`src/rtl/mips_bus_pkg.sv`:
```
// ============================================================================
// mips_bus_pkg : shared types and constants for the data-memory arbiter
// Rev 1.0
// ============================================================================
`default_nettype none

package mips_bus_pkg;

  typedef enum logic [0:0] {
    ST_IDLE = 1'b0,
    ST_DMA  = 1'b1
  } arb_state_t;

  localparam logic [31:0] WORD_STRIDE = 32'd4;
  localparam int          BLEN_W      = 4;

  // Index of the final beat: length 0 means one beat, lengths above bmax clamp to bmax.
  function automatic logic [BLEN_W-1:0] last_beat(input logic [BLEN_W-1:0] len,
                                                  input logic [BLEN_W:0]   bmax);
    logic [BLEN_W:0] w_lm1;
    if (len == '0) return '0;
    if ({1'b0, len} > bmax) begin
      w_lm1 = bmax - 1'b1;
      return w_lm1[BLEN_W-1:0];
    end
    return len - 1'b1;
  endfunction

endpackage

`default_nettype wire

```
`src/rtl/arb_starve_cnt.sv`:
```
// ============================================================================
// arb_starve_cnt : saturating count of cycles a DMA request lost to the CPU
// Rev 1.0
// ============================================================================
`default_nettype none

module arb_starve_cnt #(
  parameter int MAX_WAIT = 8
) (
  input  logic clk,
  input  logic rst,
  input  logic i_clr,
  input  logic i_inc,
  output logic o_full
);

  localparam logic [7:0] c_max = 8'(MAX_WAIT);

  logic [7:0] r_cnt;

  always_ff @(posedge clk or negedge rst) begin
    if (!rst) begin
      r_cnt <= '0;
    end else if (i_clr) begin
      r_cnt <= '0;
    end else if (i_inc && (r_cnt != c_max)) begin
      r_cnt <= r_cnt + 8'd1;
    end
  end

  assign o_full = (r_cnt == c_max);

endmodule

`default_nettype wire

```
`src/rtl/mem_arbiter.sv`:
```
// ============================================================================
// mem_arbiter : CPU-priority arbiter for the data-memory port with DMA bursts.
// Build option: ARB_BURST_EN enables multi-beat bursts (else single-beat grants).
// Rev 1.0
// ============================================================================
`default_nettype none

module mem_arbiter
  import mips_bus_pkg::*;
#(
  parameter int MAX_WAIT  = 8,
  parameter int BURST_MAX = 4
) (
  input  logic        clk,
  input  logic        rst,
  input  logic        cpuCe,
  input  logic        cpuWr,
  input  logic [31:0] cpuAddr,
  input  logic [31:0] cpuWtData,
  output logic [31:0] cpuRdData,
  output logic        cpuStall,
  input  logic        dmaReq,
  input  logic        dmaWr,
  input  logic [31:0] dmaAddr,
  input  logic [3:0]  dmaLen,
  input  logic [31:0] dmaWtData,
  output logic        dmaGnt,
  output logic        dmaValid,
  output logic [31:0] dmaRdData,
  output logic        dmaDone,
  output logic        memCe,
  output logic        memWr,
  output logic [31:0] memAddr,
  output logic [31:0] memWtData,
  input  logic [31:0] memRdData
);

  arb_state_t  r_state;
  logic [31:0] r_base;
  logic        r_wr;
  logic        r_valid;
  logic        r_done;
  logic [31:0] r_rd;

  logic        w_dma;
  logic        w_full;
  logic        w_start;
  logic        w_inc;
  logic        w_clr;
  logic        w_lastBeat;
  logic [31:0] w_addr;

  assign w_dma = (r_state == ST_DMA);
  // dmaReq is ignored in the dmaDone cycle so a lingering request cannot re-arm.
  assign w_start = !w_dma && dmaReq && !r_done && (!cpuCe || w_full);
  assign w_inc   = !w_dma && dmaReq && cpuCe && !r_done;
  assign w_clr   = !dmaReq || w_start;

  arb_starve_cnt #(.MAX_WAIT(MAX_WAIT)) u_starve (
    .clk    (clk),
    .rst    (rst),
    .i_clr  (w_clr),
    .i_inc  (w_inc),
    .o_full (w_full)
  );

`ifdef ARB_BURST_EN
  logic [BLEN_W-1:0] r_beat;
  logic [BLEN_W-1:0] r_last;
  assign w_lastBeat = (r_beat == r_last);
  assign w_addr     = r_base + WORD_STRIDE * 32'(r_beat);
`else
  logic w_unused_len;
  assign w_unused_len = ^dmaLen;
  assign w_lastBeat   = 1'b1;
  assign w_addr       = r_base;
`endif

  always_ff @(posedge clk or negedge rst) begin
    if (!rst) begin
      r_state <= ST_IDLE;
      r_base  <= '0;
      r_wr    <= 1'b0;
      r_valid <= 1'b0;
      r_done  <= 1'b0;
      r_rd    <= '0;
`ifdef ARB_BURST_EN
      r_beat  <= '0;
      r_last  <= '0;
`endif
    end else begin
      r_valid <= w_dma;
      r_done  <= w_dma && w_lastBeat;
      if (w_dma) r_rd <= memRdData;
      case (r_state)
        ST_IDLE: begin
          if (w_start) begin
            r_state <= ST_DMA;
            r_base  <= dmaAddr;
            r_wr    <= dmaWr;
`ifdef ARB_BURST_EN
            r_beat  <= '0;
            r_last  <= last_beat(dmaLen, (BLEN_W+1)'(BURST_MAX));
`endif
          end
        end
        ST_DMA: begin
          if (w_lastBeat) r_state <= ST_IDLE;
`ifdef ARB_BURST_EN
          r_beat <= w_lastBeat ? '0 : r_beat + 1'b1;
`endif
        end
        default: r_state <= ST_IDLE;
      endcase
    end
  end

  assign dmaGnt    = w_dma;
  assign dmaValid  = r_valid;
  assign dmaDone   = r_done;
  assign dmaRdData = r_rd;
  assign memCe     = w_dma ? 1'b1      : cpuCe;
  assign memWr     = w_dma ? r_wr      : cpuWr;
  assign memAddr   = w_dma ? w_addr    : cpuAddr;
  assign memWtData = w_dma ? dmaWtData : cpuWtData;
  assign cpuRdData = w_dma ? 32'h0     : memRdData;
  assign cpuStall  = w_dma && cpuCe;

endmodule

`default_nettype wire
```
`config.mk`:
```
export PLATFORM = sky130hd
export DESIGN_NAME = mem_arbiter
export DESIGN_NICKNAME = d
export VERILOG_FILES = /design/src/rtl/mips_bus_pkg.sv /design/src/rtl/arb_starve_cnt.sv /design/src/rtl/mem_arbiter.sv
export SDC_FILE = /design/constraint.sdc
export NUM_CORES = 1
export LEC_CHECK = 0
export CORE_MARGIN = 4
export CORE_UTILIZATION = 31
export DETAILED_ROUTE_END_ITERATION = 16
export HOLD_SLACK_MARGIN = 0.06
export PLACE_DENSITY = 0.75
export SETUP_SLACK_MARGIN = 0.02
export SKIP_CTS_REPAIR_TIMING = 1
export SYNTH_ARGS = -nofsm -noshare
export SYNTH_HDL_FRONTEND = slang
export SYNTH_SLANG_ARGS = --single-unit
```
`constraint.sdc`:
```
create_clock -name clk -period 2.5 [get_ports clk]
set_clock_uncertainty 0.2 [all_clocks]
set_input_delay 0.5 -clock clk [delete_from_list [all_inputs] [get_ports clk]]
set_output_delay 0.5 -clock clk [all_outputs]
set_load 0.01 [all_outputs]
```
# Word-level counts from Yosys, hierarchy flattened

Index checks and enable logic that the tools add are counted.

Word-level logic and storage cells: 34
Bits in registers: 75
Output and inout port bits: 134
Input port bits: 170

Mux-type cells: 9
Add/sub/neg operators: 1
Reduce and logical (&&, ||, !) cells: 15
Bitwise gates (word level): 1
Equality and inequality tests: 2

Operators with widths:

| cell                | count |
|---|---|
| $mux 32             | 3 |
| $mux 8              | 2 |
| $add 8x1->8 const B | 1 |
| $eq 8x4->1 const B  | 1 |
| $ne 8x4->1 const B  | 1 |
| $logic_and 1x1->1   | 7 |
| $logic_not 1->1     | 4 |
| $mux 1              | 3 |
| $logic_or 1x1->1    | 2 |
| $pmux 1 s2          | 1 |
| $reduce_and 2->1    | 1 |
| $reduce_bool 2->1   | 1 |
| $not 1->1           | 1 |

# Logic depth before layout (Yosys ltp)

Depth after elaboration: 7
Gate-level depth with buffers: 8
Gate-level depth less buffers: 6

# Cells and area by module

From an unflattened synthesis, not the netlist that was laid out.

Cells, all modules: 303
Area total of the unflattened synthesis: 4087.7 um^2

By module, submodules not included:

| module         | cells an instance | sequential area each (um^2) | times used | area an instance (um^2) |
|---|---|---|---|---|
| mem_arbiter    | 256               | 1676.6                      | 1          | 3633.5 |
| arb_starve_cnt | 47                | 200.2                       | 1          | 454.2 |

# Worst setup path before layout

No wires, ideal clock.

Path kind: register to output
Start: register r_state, in the netlist dmaGnt
End: output port memAddr[10]
Path buffers: 3
Arrival time: 1.653 ns
Cell stages (with the launch flop): 5
Slack: 0.147 ns
Data required time: 1.800 ns
Path through: dfrtp_1 -> clkbuf_1 -> clkbuf_1 -> buf_1 -> mux2_2

Longest elaborated chain between the ends: 1

RTL lines:

| element                | RTL line           | source |
|---|---|---|
| from (decl)            | mem_arbiter.sv:38  | `arb_state_t r_state;` |
| from (signal assigned) | mem_arbiter.sv:81  | `r_state <= ST_IDLE;` |
| from (signal assigned) | mem_arbiter.sv:98  | `r_state <= ST_DMA;` |
| from (signal assigned) | mem_arbiter.sv:108 | `if (w_lastBeat) r_state <= ST_IDLE;` |
| $mux 32                | mem_arbiter.sv:124 | `assign memAddr = w_dma ? w_addr : cpuAddr;` |
| to (decl)              | mem_arbiter.sv:33  | `output logic [31:0] memAddr,` |

Every way passes these cells.

# Worst setup path in the final report

Start: register r_state, in the netlist dmaGnt
End: output port cpuStall

Longest elaborated chain between the ends: 1

RTL lines:

| element           | RTL line           | source |
|---|---|---|
| $logic_and 1x1->1 | mem_arbiter.sv:127 | `assign cpuStall = w_dma && cpuCe;` |
| to (decl)         | mem_arbiter.sv:21  | `output logic cpuStall,` |

Every way passes these cells.

==> metrics.yaml <==
hpwlAfterDp_um: 10200
grt_overflow: 0
worstSkewPairLatency_ns: 0.31
dieArea_um2: 14500
slew_viol_final: 0
design_area_um2: 7810
dp_slack_ns: 0.0600
critical_path_class: "register to primary output"
num_vias: 3530
tightest_slew_ns: 0.633
leakagePower_nw: 4.01
reg2reg_slack_ns: 0.30
power_density_nw_per_um2: 537
syn-num-nets: 470
setup_viol: 0
min_path_type: "register to register"
drt_iter0_markers: 91
synth_edf_count: 0
critPathLaunchType: "register"
fin_util_pct: 64.2
layout_min_cycle_time_ns: 2.40
dpl.cell_count: 752
routed_wl_um: 13500
postRouteAntennaNets: 0
hold_viol: 0
max_freq_mhz: 417
root_buffer: "clkbuf_16"
core-area_um2: 12200
synth_area_per_cell_um2: 13.1
maxSlewHeadroom_pct: 57.8
drv_cap: 0
worstPathArrival_ns: 1.70
rsz0062_at_grt: "false"
drc: 0
synthFlopType: "dfrtp_1"
antenna_found_initial: 0
grt_pass1_wl_um: 19500
dieHeight_um: 120
grt_max_degree: 68
rows: 40
fin_nets: 774
start_util_pct: 32.2
drt-pass1-iter-count: 4
cts_buffer_depth: 2
cts_tree: "done"
cts.sink_count: 75
ys.warnings.count: 0
synth.most_common_cell: "mux2_2"
placed_cell_area_um2: 7140
path_clk_slew_ns: 0.06
yosys-top-cells-count: "mux2_2, dfrtp_1, nor2b_1, clkbuf_1, and3_1"
routedWlPerCell_um: 17.4
synth_cells: 298
synth_top_cell_area_share_pct: 48.0
synth_cell_types: 32
die_x_um: 120
cts_made_buffers: 9
io_pins: 304
period_share_pct: 95.8
cts.htree.levels: 3
hold-worst-slack_ns: 0.303
track_usage_pct: 16.6
synth_area_leaders: "dfrtp_1, mux2_2, nor2b_1"
synthArstFlopShare_pct: 100
status: "completed"
path_max_fanout: 17
port_buffers: 299
antennaDiodeCount: 0
drive_gt1_share_pct: 26.9
required_ns: 1.80
gp_congestion: 0.768
area_growth_pct: 99.6
nFillCells: 942
synth_seq_cells: 75
fin_ws_ns: 0.104
grt_pass1_vias: 3818
cp-end-kind: "primary output"
yosysSeqAreaShare_pct: 48.0
peakVddDrop_mv: 0.367
yosysTopAreaCell: "dfrtp_1"
syn_area_um2: 3910
fin_cells: 775
viasPerCell: 4.55
==> final timing paths <==
path | start | cells past startpoint | to
max | dmaGnt$_DFF_PN0_ | 3 | cpuStall
min | dmaRdData[20]$_DFFE_PN0P_ | 1 | dmaRdData[20]$_DFFE_PN0P_
max reg2reg | u_starve.r_cnt[0]$_DFFE_PN0P_ | 7 | r_base[27]$_DFFE_PN0P_
min reg2reg | dmaRdData[20]$_DFFE_PN0P_ | 1 | dmaRdData[20]$_DFFE_PN0P_
max in group asynchronous | rst | 3 | dmaRdData[8]$_DFFE_PN0P_
min in group asynchronous | rst | 2 | r_base[22]$_DFFE_PN0P_
==> final cells by class <==
cell class	count	area [um2]	share of cell area, %
timing repair buffer	313	3500	44.7
multi-input combinational	199	1930	24.6
sequential	75	1880	24.1
clock buffer	10	239	3.06
tap	168	210	2.69
clock inverter	6	46.3	0.593
inverter	4	15.0	0.192
==> cells in the final DEF, fill, tap and decap left out, types with 2 or more instances in the layout <==
cell	netlist	routed
xor2_1	3	3
mux2_4	4	4
buf_12	0	5
inv_6	0	2
clkbuf_16	0	13
ha_1	2	2
nand2_1	5	5
o21ai_0	3	3
clkinvlp_4	0	2
nor2b_1	32	32
clkdlybuf4s50_1	0	200
xnor2_1	2	2
dlymetal6s2s_1	0	98
and3_1	6	6
inv_1	4	4
dfrtp_1	75	74
mux2_2	126	126
buf_4	1	4
==> worst max-delay path: stages, from the launching register on <==
cell	delay [ns]
dfrtp_4	0.54
buf_16	0.18
and2_1	0.12
clkdlybuf4s50_1	0.53
==> per-layer routing <==
metal	GRT usage (%)	vias to the layer above	wire [um]
li1	-	1658	-
met1	17.3	1692	4770
met2	31.6	163	7340
met3	5.80	17	1140
met4	4.18	0	209
met5	0	-	0
==> logic make-up after synthesis <==
kind of cell | synth area share (%)
multiplexers | 37.8
flip-flops | 48.0
AND/OR/NAND/NOR | 8.38
buffers and inverters | 2.85
AO/OA/AOI/OAI | 1.28
XOR/XNOR | 1.12
adder cells (fa/ha/maj) | 0.639
==> report_power, final <==
part	internal (mW)	switching [mW]
clock network	0.705	0.483
registers	1.45	0.122
logic	0.955	0.481
==> through the flow <==
stage          setup TNS, ns  power, mW
2_1_floorplan              0       2.14
3_3_place_gp               0       3.03
3_5_place_dp               0       3.06
6_report                   0       4.20
5_1_grt                    0       4.43
4_1_cts                -4.96       4.28
==> sequential cells by signal, indices dropped and copies added, names as in the netlist <==
signal          cells
dmaDone             1
r_wr                1
dmaRdData          32
r_base             32
dmaGnt              1
u_starve.r_cnt      8
(Power assumes the default switching activity.)
